===== src/rtl/sfifo_pkg.sv =====
// Shared types and defaults for the sfifo write-port arbiter slice.
package sfifo_pkg;

  // Arbiter FSM: waiting for a requester, or a requester owns the port.
  typedef enum logic [0:0] {
    ARB_IDLE,
    ARB_OWN
  } arb_state_t;

  localparam int unsigned SFIFO_W_DEFAULT = 8;

endpackage


===== src/rtl/sfifo_wr_arb_if.sv =====
// Producer-side handshake plus sfifo write-port signals of the arbiter.
interface sfifo_wr_arb_if #(
  parameter int unsigned W = sfifo_pkg::SFIFO_W_DEFAULT,
  parameter int unsigned N = 4
);
  localparam int unsigned IdxW = $clog2(N);

  logic [N-1:0]    req_valid;
  logic [N*W-1:0]  req_data;
  logic [N-1:0]    req_ready;
  logic            fifo_full;
  logic            fifo_wr;
  logic [W-1:0]    fifo_wr_data;
  logic [IdxW-1:0] grant_id;
  logic            busy;

  // Producers and the sfifo side.
  modport master (
    output req_valid, req_data, fifo_full,
    input  req_ready, fifo_wr, fifo_wr_data, grant_id, busy
  );

  // The arbiter.
  modport slave (
    input  req_valid, req_data, fifo_full,
    output req_ready, fifo_wr, fifo_wr_data, grant_id, busy
  );

endinterface


===== src/rtl/rr_pick.sv =====
// Combinational round-robin picker: first set request strictly after last_i, wrapping.
module rr_pick #(
  parameter int unsigned N = 4,
  localparam int unsigned IdxW = $clog2(N)
) (
  input  logic [N-1:0]    req_i,
  input  logic [IdxW-1:0] last_i,
  output logic            found_o,
  output logic [IdxW-1:0] idx_o
);

  logic [IdxW-1:0] cand;

  // Scan last_i+1 .. last_i+N (mod N); the first hit wins.
  always_comb begin
    found_o = 1'b0;
    idx_o   = '0;
    cand    = '0;
    for (int unsigned k = 1; k <= N; k++) begin
      cand = IdxW'((32'(last_i) + k) % N);
      if (!found_o && req_i[cand]) begin
        found_o = 1'b1;
        idx_o   = cand;
      end
    end
  end

endmodule


===== src/rtl/sfifo_wr_arb.sv =====
// Round-robin arbiter sharing one sfifo write port among N valid/ready producers,
// with each grant limited to MAX_BURST beats and one idle cycle per grant release.
module sfifo_wr_arb
  import sfifo_pkg::*;
#(
  parameter int unsigned W         = SFIFO_W_DEFAULT,
  parameter int unsigned N         = 4,
  parameter int unsigned MAX_BURST = 4
) (
  input logic           clk,
  input logic           rst,
  sfifo_wr_arb_if.slave bus
);
  localparam int unsigned   IdxW   = $clog2(N);
  localparam int unsigned   BcW    = $clog2(MAX_BURST + 1);
  localparam logic [BcW-1:0] BcLast = BcW'(MAX_BURST - 1);

  arb_state_t      state_q, state_d;
  logic [IdxW-1:0] owner_q, owner_d;
  logic [IdxW-1:0] last_owner_q, last_owner_d;
  logic [BcW-1:0]  beat_cnt_q, beat_cnt_d;

  logic            pick_found;
  logic [IdxW-1:0] pick_idx;
  logic            own;
  logic            owner_valid;
  logic            xfer;

  rr_pick #(
    .N(N)
  ) u_rr_pick (
    .req_i   (bus.req_valid),
    .last_i  (last_owner_q),
    .found_o (pick_found),
    .idx_o   (pick_idx)
  );

  // Handshake decode; reset masks everything so an in-flight beat is never written.
  always_comb begin
    own         = (state_q == ARB_OWN);
    owner_valid = bus.req_valid[owner_q];
    xfer        = own & owner_valid & ~bus.fifo_full & ~rst;

    bus.req_ready = '0;
    if (xfer) bus.req_ready[owner_q] = 1'b1;
    bus.fifo_wr      = xfer;
    bus.fifo_wr_data = (own && !rst) ? bus.req_data[owner_q*W +: W] : '0;
    bus.grant_id     = rst ? '0 : owner_q;
    bus.busy         = own & ~rst;
  end

  // Next state: grant on any request, release on burst end or dropped valid; full only stalls.
  always_comb begin
    state_d      = state_q;
    owner_d      = owner_q;
    last_owner_d = last_owner_q;
    beat_cnt_d   = beat_cnt_q;
    unique case (state_q)
      ARB_IDLE: begin
        if (pick_found) begin
          owner_d      = pick_idx;
          last_owner_d = pick_idx;
          beat_cnt_d   = '0;
          state_d      = ARB_OWN;
        end
      end
      ARB_OWN: begin
        if (!owner_valid) begin
          state_d = ARB_IDLE;
        end else if (xfer) begin
          beat_cnt_d = beat_cnt_q + BcW'(1);
          if (beat_cnt_q == BcLast) state_d = ARB_IDLE;
        end
      end
      default: state_d = ARB_IDLE;
    endcase
  end

  // State registers; last_owner resets to N-1 so requester 0 is favoured first.
  always_ff @(posedge clk) begin
    if (rst) begin
      state_q      <= ARB_IDLE;
      owner_q      <= '0;
      last_owner_q <= IdxW'(N - 1);
      beat_cnt_q   <= '0;
    end else begin
      state_q      <= state_d;
      owner_q      <= owner_d;
      last_owner_q <= last_owner_d;
      beat_cnt_q   <= beat_cnt_d;
    end
  end

endmodule


===== src/flat_wrapper.sv =====
// flat-port wrapper written by rule: the top's interface ports become plain ports
module sfifo_wr_arb_flat import sfifo_pkg::*;
#(
  parameter int unsigned W         = SFIFO_W_DEFAULT,
  parameter int unsigned N         = 4,
  parameter int unsigned MAX_BURST = 4
)
  (clk, rst, bus_req_valid, bus_req_data, bus_fifo_full, bus_req_ready, bus_fifo_wr, bus_fifo_wr_data, bus_grant_id, bus_busy);
  sfifo_wr_arb_if #(.W(W), .N(N)) bus_i ();
  input logic clk;
  input logic rst;
  input wire logic [$bits(bus_i.req_valid)-1:0] bus_req_valid;
  input wire logic [$bits(bus_i.req_data)-1:0] bus_req_data;
  input wire logic [$bits(bus_i.fifo_full)-1:0] bus_fifo_full;
  output wire logic [$bits(bus_i.req_ready)-1:0] bus_req_ready;
  output wire logic [$bits(bus_i.fifo_wr)-1:0] bus_fifo_wr;
  output wire logic [$bits(bus_i.fifo_wr_data)-1:0] bus_fifo_wr_data;
  output wire logic [$bits(bus_i.grant_id)-1:0] bus_grant_id;
  output wire logic [$bits(bus_i.busy)-1:0] bus_busy;
  assign bus_i.req_valid = bus_req_valid;
  assign bus_i.req_data = bus_req_data;
  assign bus_i.fifo_full = bus_fifo_full;
  assign bus_req_ready = bus_i.req_ready;
  assign bus_fifo_wr = bus_i.fifo_wr;
  assign bus_fifo_wr_data = bus_i.fifo_wr_data;
  assign bus_grant_id = bus_i.grant_id;
  assign bus_busy = bus_i.busy;
  sfifo_wr_arb #(.W(W), .N(N), .MAX_BURST(MAX_BURST)) u_core (.clk(clk), .rst(rst), .bus(bus_i));
endmodule

===== config.mk =====
export PLATFORM = sky130hd
export DESIGN_NAME = sfifo_wr_arb_flat
export DESIGN_NICKNAME = d
export VERILOG_FILES = /design/src/rtl/sfifo_pkg.sv /design/src/rtl/sfifo_wr_arb_if.sv /design/src/rtl/rr_pick.sv /design/src/rtl/sfifo_wr_arb.sv /design/src/flat_wrapper.sv
export SDC_FILE = /design/constraint.sdc
export NUM_CORES = 1
export LEC_CHECK = 0
export ABC_AREA = 1
export CORE_MARGIN = 5
export CORE_UTILIZATION = 40
export DETAILED_ROUTE_END_ITERATION = 8
export PLACE_DENSITY = 0.82
export SYNTH_ARGS = -nofsm -noshare
export SYNTH_HDL_FRONTEND = slang
export SYNTH_SLANG_ARGS = --single-unit

===== constraint.sdc =====
create_clock -name clk -period 1.9 [get_ports clk]
set_input_delay 0.19 -clock clk [delete_from_list [all_inputs] [get_ports clk]]
set_output_delay 0.19 -clock clk [all_outputs]
set_load 0.01 [all_outputs]

---- After elaboration in Yosys (flattened, before gate mapping) ----
Index checks and enable logic that the tools add are counted.
storage, ports and cells
  register bits after elaboration ......... 8
  input port bits ......................... 39
  output and inout bits ................... 16
  logic and storage cells ................. 70
operators by class
  add/sub/neg operators ................... 5
  order comparisons ....................... 6
  eq/ne operators ......................... 4
  shift operators ......................... 1
  mux-type cells .......................... 32
  bitwise logic cells ..................... 7
  reductions and logical operators ........ 11
operators by type and width
  kind                   count
  $shiftx A32 B6 Y8      1
  $lt A2 B3 Y1 const B   5
  $mux W1                14
  $bmux W1 S2            5
  $mux W2                5
  $mux W3                3
  $mux W8                1
  $pmux W3 S2            1
  $logic_and A1 B1 Y1    5
  $add A2 B1 Y2 const B  2
  $add A2 B2 Y2 const B  2
  $and A1 B1 Y1          4
  $logic_not A1 Y1       4
  $mux W4                1
  $ne A2 B2 Y1 const B   2
  $add A3 B1 Y3 const B  1
  $eq A3 B2 Y1 const B   1
  $not A1 Y1             3
  $reduce_and A3 Y1      1
  $demux W1 S2           1
  $ge A2 B1 Y1 const B   1
  $ne A2 B1 Y1 const B   1
  $pmux W1 S2            1
  $reduce_and A2 Y1      1

---- Depth between registers and ports, before layout ----
Gate-level depths: netlist of the first run.
  depth in word-level cells ............... 15
  depth in mapped cells ................... 13
  depth with buffers taken out ............ 12

---- Modules after synthesis ----
From an unflattened synthesis of the first run, not the netlist that was laid out.
unflattened totals
  cell total of the unflattened synthesis .. 159
  area total of the unflattened synthesis .. 1022.2 µm²
by module, submodules not included
  module        instances  cells an instance  area each (µm²)  sequential area each (µm²)
  sfifo_wr_arb  1          110                732.0            160.2
  rr_pick       1          49                 290.3            0.0

---- Worst setup path before layout of the first run ----
No wires, ideal clock.
  kind .................................... register to output
  start ................................... register u_core.owner_q[0]
  end ..................................... output bus_req_ready[0]
  data arrival time ....................... 1.161 ns
  required time ........................... 1.710 ns
  setup slack ............................. 0.549 ns
  stages on the path, launching flop included .. 7
  path buffers ............................ 1
  cell sequence ........................... dfxtp_1 > buf_6 > nor2_4 > nand2_2 > o2111ai_2 > nand2_4 > nor3_1
on the way
  longest elaborated chain between the ends .. 6
  elaborated cells on any way between the ends .. 11
  classes of those cells .................. order compare (2); mux (5); bitwise (3); reduce/logical (1)
ends and longest elaborated chain
  item                           RTL line            text
  from (decl)                    sfifo_wr_arb.sv:19  logic [IdxW-1:0] owner_q, owner_d;
  from (signal assigned)         sfifo_wr_arb.sv:88  owner_q <= owner_d;
  $bmux W1 S2                    sfifo_wr_arb.sv:41  owner_valid = bus.req_valid[owner_q];
  $mux W1 (not written as such)  sfifo_wr_arb.sv:41
  $and A1 B1 Y1 (3 in a row)     sfifo_wr_arb.sv:42  xfer = own & owner_valid & ~bus.fifo_full & ~rst;
  $mux W4 (*)                    sfifo_wr_arb.sv:45  if (xfer) bus.req_ready[owner_q] = 1'b1;
  to (decl)                      flat_wrapper.sv:15  output wire logic [$bits(bus_i.req_ready)-1:0] bus_req_ready;
Every way passes the cells marked *; elsewhere a longest branch is shown, timed or not. The select of a mux whose other input is x is not followed.

---- Worst setup path after layout of the first run ----
  start ................................... input bus_req_valid[3]
  end ..................................... output bus_req_ready[1]
on the way
  longest elaborated chain between the ends .. 6
ends and longest elaborated chain
  item                           RTL line            text
  from (decl)                    flat_wrapper.sv:12  input wire logic [$bits(bus_i.req_valid)-1:0] bus_req_valid;
  $bmux W1 S2                    sfifo_wr_arb.sv:41
  $mux W1 (not written as such)  sfifo_wr_arb.sv:41
  $and A1 B1 Y1 (3 in a row)     sfifo_wr_arb.sv:42
  $mux W4                        sfifo_wr_arb.sv:45
No other way between the ends. The select of a mux whose other input is x is not followed.

==> impl_metrics.tcl, run 1 <==
set metrics [dict create \
    outcome "finished, final reports clean" \
    synth_top_flop_cell "dfxtp_1" \
    cts-buffers-inserted 3 \
    fp.dieH_um 60.1 \
    ys_seq_area_frac 0.160 \
    place_inst 246 \
    core_area_mm2 0.00243 \
    period_share 0.957 \
    htreeDepth 1 \
    vias 1322 \
    rr_startpoint "u_core.last_owner_q[0]" \
    pre_cts_ws_ns -0.243 \
    synth_area_mm2 0.00100 \
    worst_slew_pin_slew_ns 0.482 \
    cts_sinks 8 \
    netlist_instances 155 \
    cts_hold_buf 0 \
    power_density_mw_per_mm2 1070 \
    layout-drive-gt1-share 0.209 \
    vias_per_cell 5.29 \
    start_util 0.413 \
    yosysWarnings 0 \
    power.leakage_nw 0.812 \
    hold_viol 0 \
    grt_pass1_vias 1306 \
    slew_headroom 0.678 \
    grt-ovfl-total 0 \
    end_kind "output port" \
    clk_pin_slew_worst_paths_ns 0.05 \
    dpl_cell_area_mm2 0.00164 \
    setup.worst_path.start "bus_req_valid[3]" \
    clk_path_buf_depth 2 \
    fin_crit_ns 1.82 \
    rows 18 \
    multi_input_area_um2 702 \
    chipWidth_um 60.1 \
    synth_top_cell_by_area "dfxtp_1" \
    port-buffer-count 54 \
    finClkSkew_ns 0.00335 \
    area_growth_pct 65.1 \
    required_ns 1.71 \
    diodes 0 \
    synth_top_area_share 0.160 \
    clockRootBuffer "clkbuf_4" \
    clk_latency_ns 0.25 \
    drt_wl_total_um 3500 \
    synthTopCellsByArea "dfxtp_1 16%, nand2_1 15%, a22oi_1 12%" \
    grt_use_total 0.191 \
    hold_start "u_core.beat_cnt_q[2]" \
    io_pins 55 \
    synth_async_sr_flop_share 0 \
    postSynthAreaPerCell_um2 6.47 \
    synthDistinctLibCells 27 \
    grt_max_degree 11 \
    synth-seq-cells 8 \
    routabilityCongestion 0.830 \
    drv_slew 0 \
    final_cells 250 \
    final_core_util 0.681 \
    crit_chain "clkdlybuf4s50_1, inv_1, o2111ai_2, nand2_4, nor3_1, dlygate4sd2_1" \
    crit_type "primary input to output port" \
    wire_per_inst_um 14.0 \
    setup_tns_ns 0 \
    setup.worst_path.start_class "primary input" \
    synth_edf_count 0 \
    crit_slowest_cell "clkdlybuf4s50_1" \
    crit_arrival_ns 1.63 \
    ff_latch_area_um2 163 \
    antenna_found_initial 0 \
    irDropWorstVdd_v 0.000673 \
    ant_nets 0 \
    drc 0 \
    hold_class "flip-flop to flip-flop" \
    hpwl_um 2900 \
    fin_ws_ns 0.0825 \
    die_area_mm2 0.00361 \
    fin_nets 263 \
    cpPeakStageDelay_ns 0.52 \
    final_cell_area_mm2 0.00166 \
    maxCapViolCount 0 \
    clock.fmax_ghz 0.550 \
    crit_fanout 9 \
    drtPass1Iterations 4 \
    setup_violations 0 \
    fill_cells 231 \
    grt_pass1_wl_um 5420 \
    drt-initial-drc-count 93 \
    tritoncts "yes" \
    synth_fp_nets 196 \
]
final timing paths:
path	endpoint	slack [ns]	cells past startpoint
min reg2reg	u_core.beat_cnt_q[2]	0.48	2
max	bus_req_ready[1]	0.08	6
min	u_core.beat_cnt_q[2]	0.48	2
max reg2reg	u_core.owner_q[1]	0.21	11
per-layer routing:
layer | up-vias | routed length [µm] | global-route usage
met5 | - | 0 | 0
met1 | 601 | 1310 | 0.199
met3 | 6 | 418 | 0.0389
met4 | 0 | 24 | 0.0538
met2 | 68 | 1750 | 0.375
li1 | 647 | - | -
Yosys cell counts, types with 7 or more instances:
| cell | count |
|---|---|
| a21oi_1 | 14 |
| dfxtp_1 | 8 |
| nand3_1 | 10 |
| nand2_1 | 41 |
| nor2_1 | 7 |
| inv_1 | 16 |
| nand2_2 | 9 |
| a22oi_1 | 16 |
through the flow:
stage          hold slack [ns]  power, mW
2_1_floorplan            0.425       1.23
3_3_place_gp             0.467       1.59
3_5_place_dp             0.480       1.64
4_1_cts                  0.488       1.76
5_1_grt                  0.508       1.94
6_report                 0.484       1.78
flip-flops by register name, indices dropped and copies added (netlist names):
register	cells
u_core.owner_q	2
u_core.beat_cnt_q	3
u_core.last_owner_q	2
u_core.own	1
cell families (layout without fill, tap and decap cells):
family / after synthesis / count (layout) / share of synthesized area
AO/OA/AOI/OAI: 35 / 35 / 0.227
flip-flops: 8 / 8 / 0.160
adder cells (fa/ha/maj): 2 / 2 / 0.0249
AND/OR/NAND/NOR: 83 / 83 / 0.443
buffers and inverters: 27 / 92 / 0.146
power by group:
part / total (mW) / switching [mW] / internal (mW)
Combinational: 1.35 / 0.766 / 0.583
Sequential: 0.300 / 0.0820 / 0.218
Clock: 0.128 / 0.0560 / 0.0722
worst max-delay path, delay by kind of cell:
| kind | cells | cell delay [ns] |
|---|---|---|
| AO/OA/AOI/OAI | 1 | 0.23 |
| AND/OR/NAND/NOR | 2 | 0.30 |
| buffers and inverters | 3 | 0.91 |
layout by cell type (no fill, tap or decap):
cell type        count
inv_8                1
nand3_1             10
inv_6                1
clkdlybuf4s50_1     41
nand2_2              9
buf_4               12
nand3_2              1
nand2_4              3
a21boi_0             1
dlygate4sd2_1       13
o21ai_1              1
nor2_8               2
inv_1               15
ha_1                 2
clkbuf_4             3
nor3_2               1
nor2_1               7
o21ai_0              2
buf_12               1
or2_0                1
a21oi_1             14
o2111ai_2            1
nand2_1             41
nor2_2               1
inv_2                4
dfxtp_1              6
nor2_4               3
nand4_1              2
nor3_1               2
dfxtp_2              2
inv_4                1
a22oi_1             16
what timing repair did:
action,in CTS,in global routing
hold endpoints to repair,0,0
pin swaps,0,1
endpoints found under the setup margin,13,3
setup buffers,0,1
gates resized for setup,16,1
final cells by class:
| type | count | share of cell area |
|---|---|---|
| inverters | 22 | 0.0589 |
| well taps | 30 | 0.0227 |
| multi-input cells | 120 | 0.424 |
| repair buffers | 67 | 0.383 |
| flip-flops and latches | 8 | 0.0982 |
| clock buffers | 3 | 0.0136 |
Power figures use the tool's default switching activity.
==> run 2, diff against run 1 <==
--- a/config.mk
+++ b/config.mk
@@ -7,9 +7,9 @@
 export LEC_CHECK = 0
 export ABC_AREA = 1
 export CORE_MARGIN = 5
-export CORE_UTILIZATION = 40
+export CORE_UTILIZATION = 30
+export CTS_BUF_LIST = sky130_fd_sc_hd__clkbuf_16
 export DETAILED_ROUTE_END_ITERATION = 8
-export PLACE_DENSITY = 0.82
 export SYNTH_ARGS = -nofsm -noshare
 export SYNTH_HDL_FRONTEND = slang
 export SYNTH_SLANG_ARGS = --single-unit
==> run 2 against run 1 <==
  * Clock power increased to 2.8 times the previous value
  * Die area increased by 27%
  * Worst hold slack gained 0.0068 ns
  * Maximum frequency grew 1.5%
  * Clock skew about the same
  * Power grew 14%
  * Clock-buffer cell count unchanged
  * Critical path depth did not move
  * Critical path type unchanged
  * Critical endpoint is now bus_req_ready[2]
  * Largest cell class unchanged
==> impl_metrics.tcl, run 2 (synthesis results as in run 1) <==
set metrics [dict create \
    fill_cells 323 \
    end_kind "output port" \
    port-buffer-count 54 \
    setup_tns_ns 0 \
    drt_wl_total_um 3480 \
    drc 0 \
    outcome "finished, final reports clean" \
    cts-buffers-inserted 3 \
    maxCapViolCount 0 \
    irDropWorstVdd_v 0.000663 \
    grt_max_degree 11 \
    hold_class "flip-flop to flip-flop" \
    holdWs_ns 0.491 \
    period_share 0.943 \
    setup.worst_path.start_class "primary input" \
    ant_nets 0 \
    cts_sinks 8 \
    reg2reg_depth 11 \
    crit_fanout 6 \
    largest_reg_flops 3 \
    clock.fmax_ghz 0.558 \
    grt_pass1_vias 1289 \
    fp.dieH_um 67.8 \
    crit_arrival_ns 1.60 \
    vias_per_cell 4.75 \
    place_inst 263 \
    drtPass1Iterations 4 \
    grt_pass1_wl_um 5520 \
    rows 21 \
    regMostFlops "u_core.beat_cnt_q" \
    core_area_mm2 0.00328 \
    wire_per_inst_um 13.0 \
    drv_slew 0 \
    multi_input_area_um2 702 \
    crit_type "primary input to output port" \
    clockRootBuffer "clkbuf_16" \
    worst_slew_pin_slew_ns 0.455 \
    hold_depth 2 \
    hpwl_um 2840 \
    routabilityCongestion 0.792 \
    drt-initial-drc-count 40 \
    layout-drive-gt1-share 0.213 \
    antenna_found_initial 0 \
    chipWidth_um 67.8 \
    ff_latch_area_um2 163 \
    diodes 0 \
    fin_nets 264 \
    clk_pin_slew_worst_paths_ns 0.04 \
    fin_crit_ns 1.79 \
    final_cells 267 \
    clk_path_buf_depth 2 \
    area_growth_pct 74.3 \
    power_density_mw_per_mm2 1150 \
    rsz0062_at_grt "true" \
    finClkSkew_ns 0.00347 \
    grt-ovfl-total 0 \
    start_util 0.306 \
    tritoncts "yes" \
    io_pins 55 \
    die_area_mm2 0.00460 \
    power.leakage_nw 0.845 \
    setup_violations 0 \
    hold_viol 0 \
    vias 1267 \
    top_regs "u_core.beat_cnt_q (3), u_core.last_owner_q (2), u_core.owner_q (2)" \
    required_ns 1.71 \
    cts_hold_buf 0 \
    grt_use_total 0.156 \
    layout_common_cells "41 x nand2_1, 41 x clkdlybuf4s50_1, 16 x a22oi_1, 15 x inv_1, 14 x a21oi_1" \
    htreeDepth 1 \
    slew_headroom 0.696 \
    clk_latency_ns 0.24 \
]
## run 2: changes by cell type in the layout (fill, tap and decap cells not counted), sizes merged
cell	delta
buf	+1
## run 2: stage by stage
step,power [mW],util,worst slack [ns],area (µm²)
after floorplan,1.23,-,0.549,1000
after global placement,1.63,0.510,-0.135,1680
after detailed placement,1.66,0.510,-0.221,1680
after CTS,2.03,0.531,0.0971,1740
after global routing,2.22,0.533,-0.00728,1750
final,2.02,0.533,0.109,1750
## run 2: final timing paths
path                     startpoint              endpoint  slack [ns]
max                bus_req_valid[3]      bus_req_ready[2]        0.11
min            u_core.beat_cnt_q[2]  u_core.beat_cnt_q[2]        0.49
max reg2reg  u_core.last_owner_q[0]     u_core.owner_q[1]        0.27
min reg2reg    u_core.beat_cnt_q[2]  u_core.beat_cnt_q[2]        0.49
## run 2: power by group
| group | internal, mW | leakage [nW] | switching, mW |
|---|---|---|---|
| Sequential | 0.219 | 0.0666 | 0.0821 |
| Clock | 0.272 | 0.0370 | 0.0875 |
| Combinational | 0.604 | 0.742 | 0.756 |
| Total | 1.09 | 0.845 | 0.925 |
## run 2: final cells by class
cell class | instances | area share
Clock buffer | 3 | 0.0429
Inverter | 22 | 0.0558
Sequential cell | 8 | 0.0930
Timing Repair Buffer | 68 | 0.374
Tap cell | 46 | 0.0329
Multi-Input combinational cell | 120 | 0.401
## run 2: timing repair
item / 4_1_cts / 5_1_grt
setup endpoints to repair: 13 / 1
buffers inserted: 1 / 0
gates resized for setup: 16 / 1
pin swaps: 1 / 0
## run 2: worst max-delay path: stages
cell             delay, ns
clkdlybuf4s50_1       0.53
inv_1                 0.09
o2111ai_2             0.23
nand2_4               0.11
nor3_1                0.16
dlygate4sd2_1         0.29
## run 2: metal layers
metal  vias up  wire length [µm]  global-route usage
li1        649                 -                   -
met1       564              1410               0.168
met2        49              1600               0.284
met3         5               419              0.0460
met4         0                48              0.0596
met5         -                 0                   0
